<file path="src/rtl/types.sv">
// Shared types for the iterative multiply/divide unit.
//   md_op_e    : RV32M operation select, encoded as funct3 (0-7).
//   md_state_e : md_unit control FSM states.
package types;

    typedef enum logic [2:0] {
        ENUM_MD_MUL    = 3'd0,
        ENUM_MD_MULH   = 3'd1,
        ENUM_MD_MULHSU = 3'd2,
        ENUM_MD_MULHU  = 3'd3,
        ENUM_MD_DIV    = 3'd4,
        ENUM_MD_DIVU   = 3'd5,
        ENUM_MD_REM    = 3'd6,
        ENUM_MD_REMU   = 3'd7
    } md_op_e;

    typedef enum logic [1:0] {
        StIdle,
        StCalc,
        StDone
    } md_state_e;

    // funct3[2] separates the divide group from the multiply group.
    function automatic logic op_is_div(md_op_e op);
        return op[2];
    endfunction

endpackage

</file>
<file path="src/rtl/md_step.sv">
// One iteration of the bit-serial multiply/divide datapath (purely combinational).
//   is_div   in  : 0 = shift-add multiply step, 1 = restoring divide step
//   hi, lo   in  : working register pair
//                  multiply: {partial product high, remaining multiplier bits}
//                  divide  : {partial remainder, remaining dividend / quotient bits}
//   opnd     in  : multiplicand (multiply) or divisor (divide) magnitude
//   hi_nxt, lo_nxt out : register pair after this step
module md_step #(
    parameter int unsigned XLEN = 32
) (
    input  logic            is_div,
    input  logic [XLEN-1:0] hi,
    input  logic [XLEN-1:0] lo,
    input  logic [XLEN-1:0] opnd,
    output logic [XLEN-1:0] hi_nxt,
    output logic [XLEN-1:0] lo_nxt
);

    logic [XLEN:0] sum;
    logic [XLEN:0] rem_shift;
    logic [XLEN:0] diff;

    always_comb begin
        // Multiply: add the multiplicand if the current multiplier bit is set,
        // then shift the whole {carry, hi, lo} right by one.
        sum = {1'b0, hi} + (lo[0] ? {1'b0, opnd} : '0);

        // Divide: bring in the next dividend bit; the remainder stays below the
        // divisor, so the XLEN+1 bit difference sign is a reliable borrow flag.
        rem_shift = {hi, lo[XLEN-1]};
        diff      = rem_shift - {1'b0, opnd};

        if (is_div) begin
            if (!diff[XLEN]) begin
                hi_nxt = diff[XLEN-1:0];
                lo_nxt = {lo[XLEN-2:0], 1'b1};
            end else begin
                hi_nxt = rem_shift[XLEN-1:0];
                lo_nxt = {lo[XLEN-2:0], 1'b0};
            end
        end else begin
            hi_nxt = sum[XLEN:1];
            lo_nxt = {sum[0], lo[XLEN-1:1]};
        end
    end

endmodule

</file>
<file path="src/rtl/md_unit.sv">
// Iterative RV32M multiply/divide unit, one bit per cycle.
//   clk, rst_n  : clock (rising edge), asynchronous active-low reset
//   kill        : abandon any in-flight or pending operation
//   in_valid/in_ready, in_op, in_a, in_b : request handshake and operands
//   out_valid/out_ready, out_result      : result handshake and value
// Operands are converted to magnitudes on accept, processed unsigned for XLEN
// cycles, and sign-corrected on the final edge. Divide-by-zero and signed
// overflow finish straight from IDLE.
module md_unit
    import types::*;
#(
    parameter int unsigned XLEN = 32
) (
    input  logic            clk,
    input  logic            rst_n,
    input  logic            kill,
    input  logic            in_valid,
    output logic            in_ready,
    input  md_op_e          in_op,
    input  logic [XLEN-1:0] in_a,
    input  logic [XLEN-1:0] in_b,
    output logic            out_valid,
    input  logic            out_ready,
    output logic [XLEN-1:0] out_result
);

    localparam int unsigned   CntW    = $clog2(XLEN + 1);
    localparam logic [XLEN-1:0] MostNeg = {1'b1, {(XLEN-1){1'b0}}};

    md_state_e       state_q, state_d;
    md_op_e          op_q, op_d;
    logic            a_neg_q, a_neg_d;
    logic            b_neg_q, b_neg_d;
    logic [CntW-1:0] cnt_q, cnt_d;
    logic [XLEN-1:0] hi_q, hi_d;
    logic [XLEN-1:0] lo_q, lo_d;
    logic [XLEN-1:0] opnd_q, opnd_d;
    logic [XLEN-1:0] result_q, result_d;

    logic [XLEN-1:0] step_hi, step_lo;

    // Request decode
    logic            a_signed, b_signed, a_neg, b_neg, in_div, ovf;
    logic [XLEN-1:0] a_mag, b_mag;

    // Final-edge sign correction
    logic [2*XLEN-1:0] prod, prod_fix;
    logic [XLEN-1:0]   quot_fix, rem_fix;

    md_step #(
        .XLEN (XLEN)
    ) u_step (
        .is_div (op_is_div(op_q)),
        .hi     (hi_q),
        .lo     (lo_q),
        .opnd   (opnd_q),
        .hi_nxt (step_hi),
        .lo_nxt (step_lo)
    );

    assign in_ready   = (state_q == StIdle);
    assign out_valid  = (state_q == StDone);
    assign out_result = result_q;

    always_comb begin
        state_d  = state_q;
        op_d     = op_q;
        a_neg_d  = a_neg_q;
        b_neg_d  = b_neg_q;
        cnt_d    = cnt_q;
        hi_d     = hi_q;
        lo_d     = lo_q;
        opnd_d   = opnd_q;
        result_d = result_q;

        // MUL yields the same low half signed or unsigned, so it runs unsigned.
        a_signed = (in_op == ENUM_MD_MULH) || (in_op == ENUM_MD_MULHSU) ||
                   (in_op == ENUM_MD_DIV)  || (in_op == ENUM_MD_REM);
        b_signed = (in_op == ENUM_MD_MULH) || (in_op == ENUM_MD_DIV) ||
                   (in_op == ENUM_MD_REM);
        a_neg    = a_signed && in_a[XLEN-1];
        b_neg    = b_signed && in_b[XLEN-1];
        a_mag    = a_neg ? -in_a : in_a;
        b_mag    = b_neg ? -in_b : in_b;
        in_div   = op_is_div(in_op);
        ovf      = ((in_op == ENUM_MD_DIV) || (in_op == ENUM_MD_REM)) &&
                   (in_a == MostNeg) && (&in_b);

        prod     = {step_hi, step_lo};
        prod_fix = (a_neg_q ^ b_neg_q) ? -prod : prod;
        quot_fix = (a_neg_q ^ b_neg_q) ? -step_lo : step_lo;
        rem_fix  = a_neg_q ? -step_hi : step_hi;

        unique case (state_q)
            StIdle: begin
                if (in_valid) begin
                    op_d    = in_op;
                    a_neg_d = a_neg;
                    b_neg_d = b_neg;
                    if (in_div && (in_b == '0)) begin
                        state_d  = StDone;
                        result_d = ((in_op == ENUM_MD_DIV) || (in_op == ENUM_MD_DIVU)) ?
                                   '1 : in_a;
                    end else if (ovf) begin
                        state_d  = StDone;
                        result_d = (in_op == ENUM_MD_DIV) ? MostNeg : '0;
                    end else begin
                        state_d = StCalc;
                        cnt_d   = CntW'(XLEN);
                        hi_d    = '0;
                        lo_d    = in_div ? a_mag : b_mag;
                        opnd_d  = in_div ? b_mag : a_mag;
                    end
                end
            end
            StCalc: begin
                hi_d  = step_hi;
                lo_d  = step_lo;
                cnt_d = cnt_q - CntW'(1);
                if (cnt_q == CntW'(1)) begin
                    state_d = StDone;
                    unique case (op_q)
                        ENUM_MD_MUL:                  result_d = prod_fix[XLEN-1:0];
                        ENUM_MD_MULH, ENUM_MD_MULHSU,
                        ENUM_MD_MULHU:                result_d = prod_fix[2*XLEN-1:XLEN];
                        ENUM_MD_DIV, ENUM_MD_DIVU:    result_d = quot_fix;
                        ENUM_MD_REM, ENUM_MD_REMU:    result_d = rem_fix;
                        default:                      result_d = result_q;
                    endcase
                end
            end
            StDone: begin
                if (out_ready) begin
                    state_d = StIdle;
                end
            end
            default: state_d = StIdle;
        endcase

        // Kill wins over any accept or completion in the same cycle.
        if (kill) begin
            state_d = StIdle;
        end
    end

    always_ff @(posedge clk or negedge rst_n) begin
        if (!rst_n) begin
            state_q  <= StIdle;
            op_q     <= ENUM_MD_MUL;
            a_neg_q  <= 1'b0;
            b_neg_q  <= 1'b0;
            cnt_q    <= '0;
            hi_q     <= '0;
            lo_q     <= '0;
            opnd_q   <= '0;
            result_q <= '0;
        end else begin
            state_q  <= state_d;
            op_q     <= op_d;
            a_neg_q  <= a_neg_d;
            b_neg_q  <= b_neg_d;
            cnt_q    <= cnt_d;
            hi_q     <= hi_d;
            lo_q     <= lo_d;
            opnd_q   <= opnd_d;
            result_q <= result_d;
        end
    end

endmodule

</file>
<file path="config.mk">
export PLATFORM = sky130hd
export DESIGN_NAME = md_unit
export DESIGN_NICKNAME = d
export VERILOG_FILES = /design/src/rtl/types.sv /design/src/rtl/md_step.sv /design/src/rtl/md_unit.sv
export SDC_FILE = /design/constraint.sdc
export NUM_CORES = 1
export LEC_CHECK = 0
export ABC_AREA = 1
export CORE_AREA = 2 2 195 178
export CTS_BUF_LIST = sky130_fd_sc_hd__clkbuf_16
export DETAILED_ROUTE_END_ITERATION = 7
export DIE_AREA = 0 0 197 180
export PLACE_DENSITY = 0.74
export SKIP_LAST_GASP = 1
export SLEW_MARGIN = 20
export SYNTH_ARGS = -nofsm -noshare
export SYNTH_HDL_FRONTEND = slang
export SYNTH_SLANG_ARGS = --single-unit
</file>
<file path="constraint.sdc">
create_clock -name clk -period 4.81 [get_ports clk]
set_clock_uncertainty 0.15 [all_clocks]
set_input_delay 0.7215 -clock clk [delete_from_list [all_inputs] [get_ports clk]]
set_output_delay 0.7215 -clock clk [all_outputs]
set_load 0.05 [all_outputs]
</file>
==> metrics.md <==
| Metric | Value |
|---|---|
| Final-report setup violation count | 0 |
| DP HPWL | 67.3 mm |
| RSZ-0062 raised after global routing | false |
| Final Max Slew Viols | 0 |
| First-pass GRT wire length | 125 mm |
| Synth Area in Adders | 5.10% |
| Vias | 23100 |
| Pre-antenna DRT Iters | 8 |
| DP Worst Slack | around 0.23 ns |
| DR iter-0 viols | 3565 |
| Ports | 106 |
| Number of library cell types mapped by synthesis | 55 |
| CTS Hold Bufs | 0 |
| Clock Pin Slew Worst Setup and Hold Paths | about 0.07 ns |
| Layout Nets | 3437 |
| WP data arrival | 4.87 ns |
| GRT overflow | 0 |
| Failing checks | DRC |
| Pin count of the biggest net entering global routing | 77 |
| Max Freq | 216 MHz |
| Layout area overhead | 12.3% |
| Worst Tran Pin Value | 1.13 ns |
| Compound-Gate Fraction of Synth Area | between 10% and 20% |
| Total core area | between 30000 and 40000 um2 |
| Total CTS buffers | 17 |
| Die X | 197 um |
| H-tree Lvls | 4 |
| Seq/Total Area, Yosys | between 10% and 20% |
| Initial antenna violation count | 5 |
| Mapped Area | between 15000 and 20000 um2 |
| Crit path kind | reg -> reg |
| Final Core Density | 61.1% |
| Vias/cell | ~6.2 |
| Period utilization | a little over nine tenths |
| Vias in the first global route | 20700 |
| Starting density of the core | 54.4% |
| Antenna-violating nets left | 0 |
| Post-layout minimum cycle time | ~4.6 ns |
| Final WL | 84.5 mm |
| Layout cell share with drive strength beyond 1 | approximately 6.6% |
| Reg2Reg Depth | 22 |
| Total negative slack | 0 ns |
| RePlAce Congestion | 1.11 |
| Reg2reg setup slack | 0.17 ns |
| Row cnt | 64 |
| Worst hold path type | in -> async |
| Synth Register Bits | between 100 and 150 |
| Warning count from the yosys run | 0 |
| Worst-case clock buffer depth | 2 |
| Port bufs | between 100 and 150 |
| Chip height | 180 um |
| Clock sinks | 141 |
| CTS Root Cell | clkbuf_16 |
| Max-slew headroom | 24.7% |
| Mapped Cells | approximately 3200 |
| Routed wire length per instance | 22.6 um |
| Mapped Avg Cell Area | 5.67 um2 |
| Clk_lat worst skew | between 0.4 and 0.5 ns |
| Status | complete, but fails checks |
| XOR/XNOR Fraction of Synth Area | approximately 4.9% |
| Post-synthesis simple-gate area fraction | 41.0% |
| Net Count, Synth | around 3400 |
| Final Worst Setup Slack | 0.171 ns |
| Worst R2R Start | lo_q[0]$_DFFE_PN0P_ |
| Reg2reg end | out_result[19]$_DFFE_PN0P_ |
| Crit Path Max Fanout | 12 |
| CTS tree | yes |
| Die area | 35500 um2 |
| Final Hold Vio Count | 0 |
| Mux contribution to synthesized area | 0% |
| Max-Cap Viols | 0 |
| DRC viols | 3 |
| GRT Util Overall | 46.7% |
| Setup crit end kind | register |
| Crit start category | register |
| Critical path required time | 5.05 ns |
| Largest family of logic cells by synthesized area | simple AND/OR/NAND/NOR gates |
-- timing repair --
| action | in CTS | in global routing |
|---|---|---|
| buffers inserted | 0 | 9 |
| endpoints found under the setup margin | 0 | 18 |
| gates resized for setup | 0 | 18 |
-- flip-flops by register name, summed over array words and instances, names as in the netlist --
name and count:
opnd_q 32, op_q 3, b_neg_q 1, a_neg_q 1
cnt_q 6, out_result 32, hi_q 32, lo_q 32
state_q 2
-- placed cells by master (no fill, tap or decap), types with 4 or more instances in the layout --
cell / Yosys / routed
nor2_1: 342 / 336
o221ai_1: 8 / 8
clkdlybuf4s50_1: 0 / 103
xnor2_1: 22 / 22
nor4_1: 10 / 10
nor2_2: 19 / 21
buf_4: 5 / 64
a21oi_2: 5 / 5
nand2_1: 963 / 960
xor2_1: 80 / 80
a21oi_4: 2 / 4
o21ai_0: 236 / 236
nand3_1: 260 / 259
o21bai_1: 4 / 4
a21o_1: 4 / 4
o211ai_1: 17 / 17
o22ai_1: 44 / 44
nor2_4: 3 / 7
and2_1: 5 / 5
inv_2: 16 / 19
ha_1: 71 / 71
nor3_1: 28 / 28
inv_6: 0 / 5
nand2_2: 27 / 29
o31ai_1: 6 / 6
or2_2: 9 / 9
o21ai_2: 4 / 4
nand3b_1: 30 / 30
dfrtp_1: 141 / 140
clkbuf_16: 0 / 17
nand2_4: 7 / 8
a21oi_1: 174 / 172
inv_1: 470 / 468
nand3_2: 8 / 9
clkinv_1: 2 / 4
o21a_1: 8 / 8
nand4_1: 38 / 38
o21ai_1: 16 / 16
-- critical path, cell delays in order (launching register included) --
cell	delay, ns
dfrtp_1	0.61
buf_4	0.30
buf_4	0.23
nand2_1	0.07
inv_1	0.06
ha_1	0.31
a21oi_1	0.34
o21ai_0	0.26
a21oi_1	0.31
nand2_1	0.17
o21ai_0	0.16
nand2_1	0.24
nor2_1	0.22
nand2_1	0.11
nor2_1	0.17
inv_1	0.08
nand2_1	0.08
nand2_1	0.07
nand2_1	0.07
nand3_1	0.08
nand3_1	0.24
nand2_1	0.08
a21oi_1	0.12
-- cells by family (layout without fill, tap and decap cells) --
logic type / count (synthesis) / after routing
AOI/OAI and AO/OA: 543 / 543
xor gates and xnor gates: 102 / 102
adders and majority gates: 73 / 73
buffers and inverters: 600 / 692
DFF: 141 / 141
other: 0 / 1
and+or+nand+nor: 1754 / 1754
-- layout make-up --
class | count | area (um2)
diodes | 1 | 2.50
clock buffers | 17 | 425
clock inverters | 15 | 138
fillers | 3329 | 13000
inverters | 488 | 1830
multi-input cells | 2472 | 12400
flip-flops and latches | 141 | 3530
well taps | 429 | 537
repair buffers | 172 | 1570
-- Yosys cell counts, drive strengths merged --
| master | n | area share [%] |
|---|---|---|
| a21oi | 181 | 5.2 |
| o21ai | 257 | 7.2 |
| xnor2 | 22 | 1.1 |
| nor2 | 364 | 7.9 |
| xor2 | 80 | 3.8 |
| o22a | 1 | 0.048 |
| o211ai | 18 | 0.82 |
| fa | 2 | 0.22 |
| inv | 486 | 10 |
| nor4 | 10 | 0.34 |
| dfrtp | 141 | 19 |
| nand2 | 997 | 21 |
| o221ai | 8 | 0.38 |
| nor3 | 28 | 0.77 |
| o41ai | 2 | 0.096 |
| buf | 36 | 1.3 |
| a21o | 4 | 0.16 |
| a31oi | 3 | 0.10 |
| o21a | 8 | 0.33 |
| or2 | 11 | 0.38 |
| a211oi | 1 | 0.041 |
| a22oi | 1 | 0.041 |
| a221oi | 3 | 0.14 |
| a21boi | 2 | 0.14 |
| ha | 71 | 4.9 |
| clkbuf | 76 | 1.6 |
| nand4 | 38 | 1.3 |
| clkinv | 2 | 0.041 |
| and3 | 1 | 0.034 |
| o31ai | 6 | 0.25 |
| o22ai | 44 | 1.5 |
| nand3 | 268 | 7.6 |
| o21bai | 4 | 0.16 |
| and2 | 5 | 0.17 |
| nand3b | 31 | 1.3 |
| nor3b | 1 | 0.041 |
-- metrics by stage --
step           hold WS [ns]  cells  cell area [um2]
6_report              0.120   3735            20400
3_3_place_gp          0.349   3693            19700
2_1_floorplan         0.276   3213            18200
4_1_cts               0.154   3725            20300
5_1_grt               0.172   3734            20400
3_5_place_dp          0.347   3693            19700
-- worst max-delay path by stage --
| stage | from | endpoint | cells after the start |
|---|---|---|---|
| 5_1_grt | lo_q[31]$_DFFE_PN0P_ | out_result[16]$_DFFE_PN0P_ | 36 |
| 4_1_cts | lo_q[31]$_DFFE_PN0P_ | out_result[28]$_DFFE_PN0P_ | 36 |
| 3_5_place_dp | lo_q[31]$_DFFE_PN0P_ | out_result[28]$_DFFE_PN0P_ | 36 |
| 2_1_floorplan | lo_q[31]$_DFFE_PN0P_ | out_result[12]$_DFFE_PN0P_ | 36 |
| 3_3_place_gp | lo_q[31]$_DFFE_PN0P_ | out_result[16]$_DFFE_PN0P_ | 36 |
| 6_report | lo_q[0]$_DFFE_PN0P_ | out_result[19]$_DFFE_PN0P_ | 22 |
-- metal layers --
metal  up-vias  wire length [um]  GRT usage [%]
met5         -               190              0
met4        10              4460           21.5
met3       274             14000           20.6
met2      1899             32500           62.8
met1     10500             33300           63.7
li1      10400                 -              -
Power is left out: the tool's default activity adds up to more than one toggle a clock period on the data nets, which glitch-free logic cannot reach.
